===== src/rtl/duty_ramp_pkg.sv =====
// Shared types and constants for the duty ramp controller.
// classify() yields the non-ESTOP state implied by a step_count/target pair.
package duty_ramp_pkg;

  typedef enum logic [1:0] {IDLE, RAMP_UP, RAMP_DOWN, ESTOP} state_t;

  localparam int PERIOD_W        = 14;
  localparam int STEP_W          = 8;
  localparam int PERIOD_CLKS_DEF = 10000;
  localparam int MAX_STEP_DEF    = 255;

  function automatic state_t classify(input logic [STEP_W-1:0] step,
                                      input logic [STEP_W-1:0] target);
    state_t s;
    if (step < target)      s = RAMP_UP;
    else if (step > target) s = RAMP_DOWN;
    else                    s = IDLE;
    return s;
  endfunction

endpackage


===== src/rtl/duty_ramp_controller_period_ticker.sv =====
// PWM period counter plus a prescaler that turns every RAMP_DIV-th period end
// into a ramp step_tick. The period counter is never cleared except by reset.
module period_ticker
  import duty_ramp_pkg::*;
#(
  parameter int PERIOD_CLKS = PERIOD_CLKS_DEF,
  parameter int RAMP_DIV    = 4
) (
  input  logic clk,
  input  logic reset,
  input  logic clear_prescaler,
  output logic period_tick,
  output logic step_tick
);

  logic [PERIOD_W-1:0] count_reg;
  logic [7:0]          prescale_reg;

  assign period_tick = (count_reg == PERIOD_W'(PERIOD_CLKS - 1));
  assign step_tick   = period_tick && (prescale_reg == 8'(RAMP_DIV - 1));

  always_ff @(posedge clk) begin
    if (reset) begin
      count_reg <= '0;
    end else if (period_tick) begin
      count_reg <= '0;
    end else begin
      count_reg <= count_reg + PERIOD_W'(1);
    end
  end

  always_ff @(posedge clk) begin
    if (reset || clear_prescaler) begin
      prescale_reg <= '0;
    end else if (period_tick) begin
      if (prescale_reg == 8'(RAMP_DIV - 1)) prescale_reg <= '0;
      else                                  prescale_reg <= prescale_reg + 8'd1;
    end
  end

endmodule


===== src/rtl/duty_ramp_controller.sv =====
// Ramps step_count toward a commanded target on PWM period boundaries, with a
// level-sensitive emergency stop that forces the duty to zero.
module duty_ramp_controller
  import duty_ramp_pkg::*;
#(
  parameter int PERIOD_CLKS = PERIOD_CLKS_DEF,
  parameter int RAMP_DIV    = 4,
  parameter int STEP_INC    = 1,
  parameter int MAX_STEP    = MAX_STEP_DEF
) (
  input  logic              clk,
  input  logic              reset,
  input  logic              cmd_valid,
  input  logic [STEP_W-1:0] cmd_step,
  output logic              cmd_ready,
  input  logic              estop,
  output logic [STEP_W-1:0] step_count,
  output logic              period_tick,
  output logic              busy,
  output logic              at_target
);

  localparam logic [STEP_W-1:0] INC  = STEP_W'(STEP_INC);
  localparam logic [STEP_W-1:0] MAXV = STEP_W'(MAX_STEP);

  state_t            state_reg;
  state_t            state_next;
  logic [STEP_W-1:0] step_reg, step_next;
  logic [STEP_W-1:0] target_reg, target_next;
  logic [STEP_W-1:0] gap_up, gap_down;
  logic              step_tick;

  period_ticker #(
    .PERIOD_CLKS(PERIOD_CLKS),
    .RAMP_DIV   (RAMP_DIV)
  ) u_ticker (
    .clk            (clk),
    .reset          (reset),
    .clear_prescaler(estop),
    .period_tick    (period_tick),
    .step_tick      (step_tick)
  );

  assign gap_up   = target_reg - step_reg;
  assign gap_down = step_reg - target_reg;

  // The step uses the old target; a command accepted on the same edge only
  // affects which state the updated pair classifies into.
  always_comb begin
    step_next   = step_reg;
    target_next = target_reg;
    if (step_tick && state_reg == RAMP_UP)
      step_next = (gap_up < INC) ? target_reg : step_reg + INC;
    else if (step_tick && state_reg == RAMP_DOWN)
      step_next = (gap_down < INC) ? target_reg : step_reg - INC;
    if (cmd_valid && cmd_ready)
      target_next = (cmd_step > MAXV) ? MAXV : cmd_step;
    state_next = classify(step_next, target_next);
  end

  always_ff @(posedge clk) begin
    if (reset) begin
      state_reg  <= IDLE;
      step_reg   <= '0;
      target_reg <= '0;
    end else if (estop) begin
      state_reg  <= ESTOP;
      step_reg   <= '0;
      target_reg <= '0;
    end else if (state_reg == ESTOP) begin
      state_reg <= IDLE;
    end else begin
      state_reg  <= state_next;
      step_reg   <= step_next;
      target_reg <= target_next;
    end
  end

  assign step_count = step_reg;
  assign cmd_ready  = (state_reg != ESTOP);
  assign busy       = (state_reg == RAMP_UP) || (state_reg == RAMP_DOWN);
  assign at_target  = (state_reg == IDLE);

endmodule

===== config.mk =====
export PLATFORM = sky130hd
export DESIGN_NAME = duty_ramp_controller
export DESIGN_NICKNAME = d
export VERILOG_FILES = /design/src/rtl/duty_ramp_pkg.sv /design/src/rtl/duty_ramp_controller_period_ticker.sv /design/src/rtl/duty_ramp_controller.sv
export SDC_FILE = /design/constraint.sdc
export NUM_CORES = 1
export LEC_CHECK = 0
export CAP_MARGIN = 20
export CORE_UTILIZATION = 60
export CTS_CLUSTER_SIZE = 30
export DETAILED_ROUTE_END_ITERATION = 16
export PLACE_DENSITY = 0.86
export SYNTH_ARGS = -nofsm -noshare
export SYNTH_HDL_FRONTEND = slang
export SYNTH_HIERARCHICAL = 1
export SYNTH_SLANG_ARGS = --single-unit

===== constraint.sdc =====
create_clock -name clk -period 12 [get_ports clk]
set_clock_uncertainty 0.2 [all_clocks]
set_input_delay 2.4 -clock clk [delete_from_list [all_inputs] [get_ports clk]]
set_output_delay 2.4 -clock clk [all_outputs]
set_load 0.01 [all_outputs]

==> flow_metrics.py <==
metrics = {
    "critical_path": {
        "endpoint": "state_reg[0]",
        "r2r.worst_path.cells": 18,
        "timing.rr.start": "step_count[0]",
        "arrival_ns": 5.16,
        "crit_fanout": 15,
        "required_ns": 12.03,
        "r2r-end": "state_reg[0]",
        "end_kind": "register",
        "startpoint": "cmd_valid",
        "r2r_slack_ns": 7.28,
        "cp-start-kind": "primary input",
        "crit_type": "in2reg",
    },
    "yosys": {
        "yosys.area.top_type_share": 0.245,
        "syn_avg_cell_area_um2": 7.67,
        "synth_cells": 426,
        "syn_nets": 469,
        "yosys.area.top_type": "dfxtp_1",
        "ys_seq_area_frac": 0.245,
        "syn_area_um2": 3270,
        "ys_types": 61,
        "synthArstFlopShare": 0,
        "synth_edf_count": 0,
        "synth-seq-cells": 40,
        "ys.flop_type": "dfxtp_1",
        "synth_area_leaders": "dfxtp_1 (24%), ha_1 (11%), nor2_1 (4.6%)",
        "yosysWarnings": 6,
    },
    "global_routing": {
        "track_usage": 0.306,
        "antenna_found_initial": 0,
        "grt_max_degree": 16,
        "first_global_vias": 2978,
        "grt_pass1_wl_um": 13200,
        "grt_overflow": 0,
    },
    "drt": {
        "vias": 3283,
        "drt_iter0_drc": 497,
        "ant_nets": 0,
        "drcViolationCount": 0,
        "wire_per_inst_um": 16.8,
        "wl_um": 8520,
        "dr.pass1.iters": 5,
        "via_per_inst": 6.46,
    },
    "sta": {
        "tightest_slew_ns": 0.953,
        "rsz0062_at_grt": "no",
        "hold_viol": 0,
        "max_freq_ghz": 0.195,
        "max_slew_margin": 0.363,
        "holdWs_ns": 0.248,
        "final.setup.tns_ns": 0,
        "post-route-period-util": 0.427,
        "setup_viol": 0,
        "min_period_ns": 5.12,
        "slew_violations": 0,
    },
    "floorplan": {
        "die_y_um": 75.8,
        "start_util": 0.632,
        "core-area_um2": 5170,
        "core.rowCount": 26,
        "die_x_um": 75.8,
        "die_area_um2": 5750,
        "ios": 24,
    },
    "power_and_ir_drop": {
        "power_density_nw_per_um2": 89.8,
        "max-vdd-ir-drop_mv": 0.0894,
        "p_leak_nw": 1.34,
    },
    "clock_tree": {
        "clk_latency_ns": 0.29,
        "cts_tree": "done",
        "cts-root-buf": "clkbuf_8",
        "h-tree-depth": 2,
        "holdBufCountCts": 0,
        "cts_buffers": 5,
        "cts_resized": 0,
        "clk_pin_slew_worst_paths_ns": 0.07,
        "postCtsSetupBuffers": 0,
        "cts.sinks": 40,
        "clk_path_buf_depth": 2,
    },
    "layout": {
        "fin_cells": 508,
        "largest_register_ffs": 14,
        "num_antenna_cells": 0,
        "fin_nets": 483,
        "drive_above_1_share": 0.0525,
        "area_growth_pct": 9.84,
    },
    "min_path": {
        "hp-class": "reg2reg",
    },
    "placed_design": {
        "place_hpwl_um": 6470,
        "io_buffers": 23,
        "gp_congestion": 0.937,
        "dp.cells": 503,
    },
    "outcome": {
        "run_status": "completed",
    },
    "job": {
        "maxCapViolCount": 0,
    },
}
stage by stage:
stage	worst slack (ns)	power, mW	utilization	area, um2
global placement	6.80	0.238	0.681	3520
CTS	6.86	0.320	0.694	3590
detailed placement	6.63	0.241	0.681	3520
global route	6.56	0.339	0.694	3590
floorplan	7.49	0.213	-	3270
finish	6.88	0.323	0.694	3590
worst min path at each step:
stage / slack (ns) / endpoint / cells past startpoint / startpoint
final: 0.25 / u_ticker/count_reg[0] / 1 / u_ticker/count_reg[0]
after floorplan: 0.22 / u_ticker/count_reg[0] / 1 / u_ticker/count_reg[0]
after detailed placement: 0.24 / u_ticker/count_reg[0] / 1 / u_ticker/count_reg[0]
after global routing: 0.29 / u_ticker/count_reg[0] / 1 / u_ticker/count_reg[0]
after CTS: 0.25 / u_ticker/count_reg[0] / 1 / u_ticker/count_reg[0]
after global placement: 0.23 / u_ticker/count_reg[0] / 1 / u_ticker/count_reg[0]
worst max-delay path: stages:
cell and delay, ns:
clkdlybuf4s50_1 0.45, nor2b_1 0.75, nor2_1 0.10, a21oi_1 0.22, ha_1 0.28, nor2b_1 0.13
o21ai_0 0.15, nand2b_1 0.07, a21oi_1 0.16, o21ai_0 0.13, o21ba_2 0.22, nor2_1 0.07
metal layers:
layer / wire length, um / share of wire / track usage / vias up
met5: 0 / 0 / 0 / -
met4: 274 / 0.032 / 0.150 / 0
met3: 579 / 0.068 / 0.0608 / 36
met2: 4230 / 0.50 / 0.555 / 168
met1: 3440 / 0.40 / 0.340 / 1504
li1: - / - / - / 1575
cells in the final DEF (no fill, tap or decap), drive strengths merged, types with 5 or more instances in the layout:
cell,n
a211oi,5
a21oi,28
a31oi,9
and3,8
clkbuf,5
clkdlybuf4s50,23
dfxtp,40
ha,30
inv,23
nand2,36
nand3,26
nand4,7
nor2,40
nor3,14
o211ai,5
o21a,5
o21ai,30
o41ai,7
or2,8
or3,14
xnor2,16
xor2,6
power by group:
group	internal [mW]	switching [mW]	leakage (nW)	total [mW]
combinational	0.0377	0.0635	0.980	0.101
sequential	0.136	0.00477	0.324	0.141
clock	0.0375	0.0431	0.0359	0.0806
total	0.211	0.111	1.34	0.323
area by class of cell:
class	instances	area, um2
Clock buffer	5	68.8
Fill cell	441	1580
Inverter	23	86.3
Multi-Input combinational cell	347	2320
Sequential cell	40	801
Tap cell	70	87.6
Timing Repair Buffer	23	230
cells by family after synthesis:
kind of cell	synth area share
compound gates	0.234
xor+xnor	0.0612
fa+ha+maj	0.121
buf+inv	0.0463
flops	0.245
mux	0.0126
simple gates	0.280
synthesized netlist by cell type, types with 6 or more instances:
library cell  instances
o41ai_1               6
nand3_1              26
nor3_1               14
a31oi_1               9
and3_1                7
or2_2                 6
o21ai_0              27
dfxtp_1              40
nand4_1               7
a21oi_1              28
ha_1                 30
nand2_1              36
or3_1                13
inv_1                23
nor2_1               40
clkbuf_1             10
xnor2_1              16
Power figures use the tool's default switching activity.
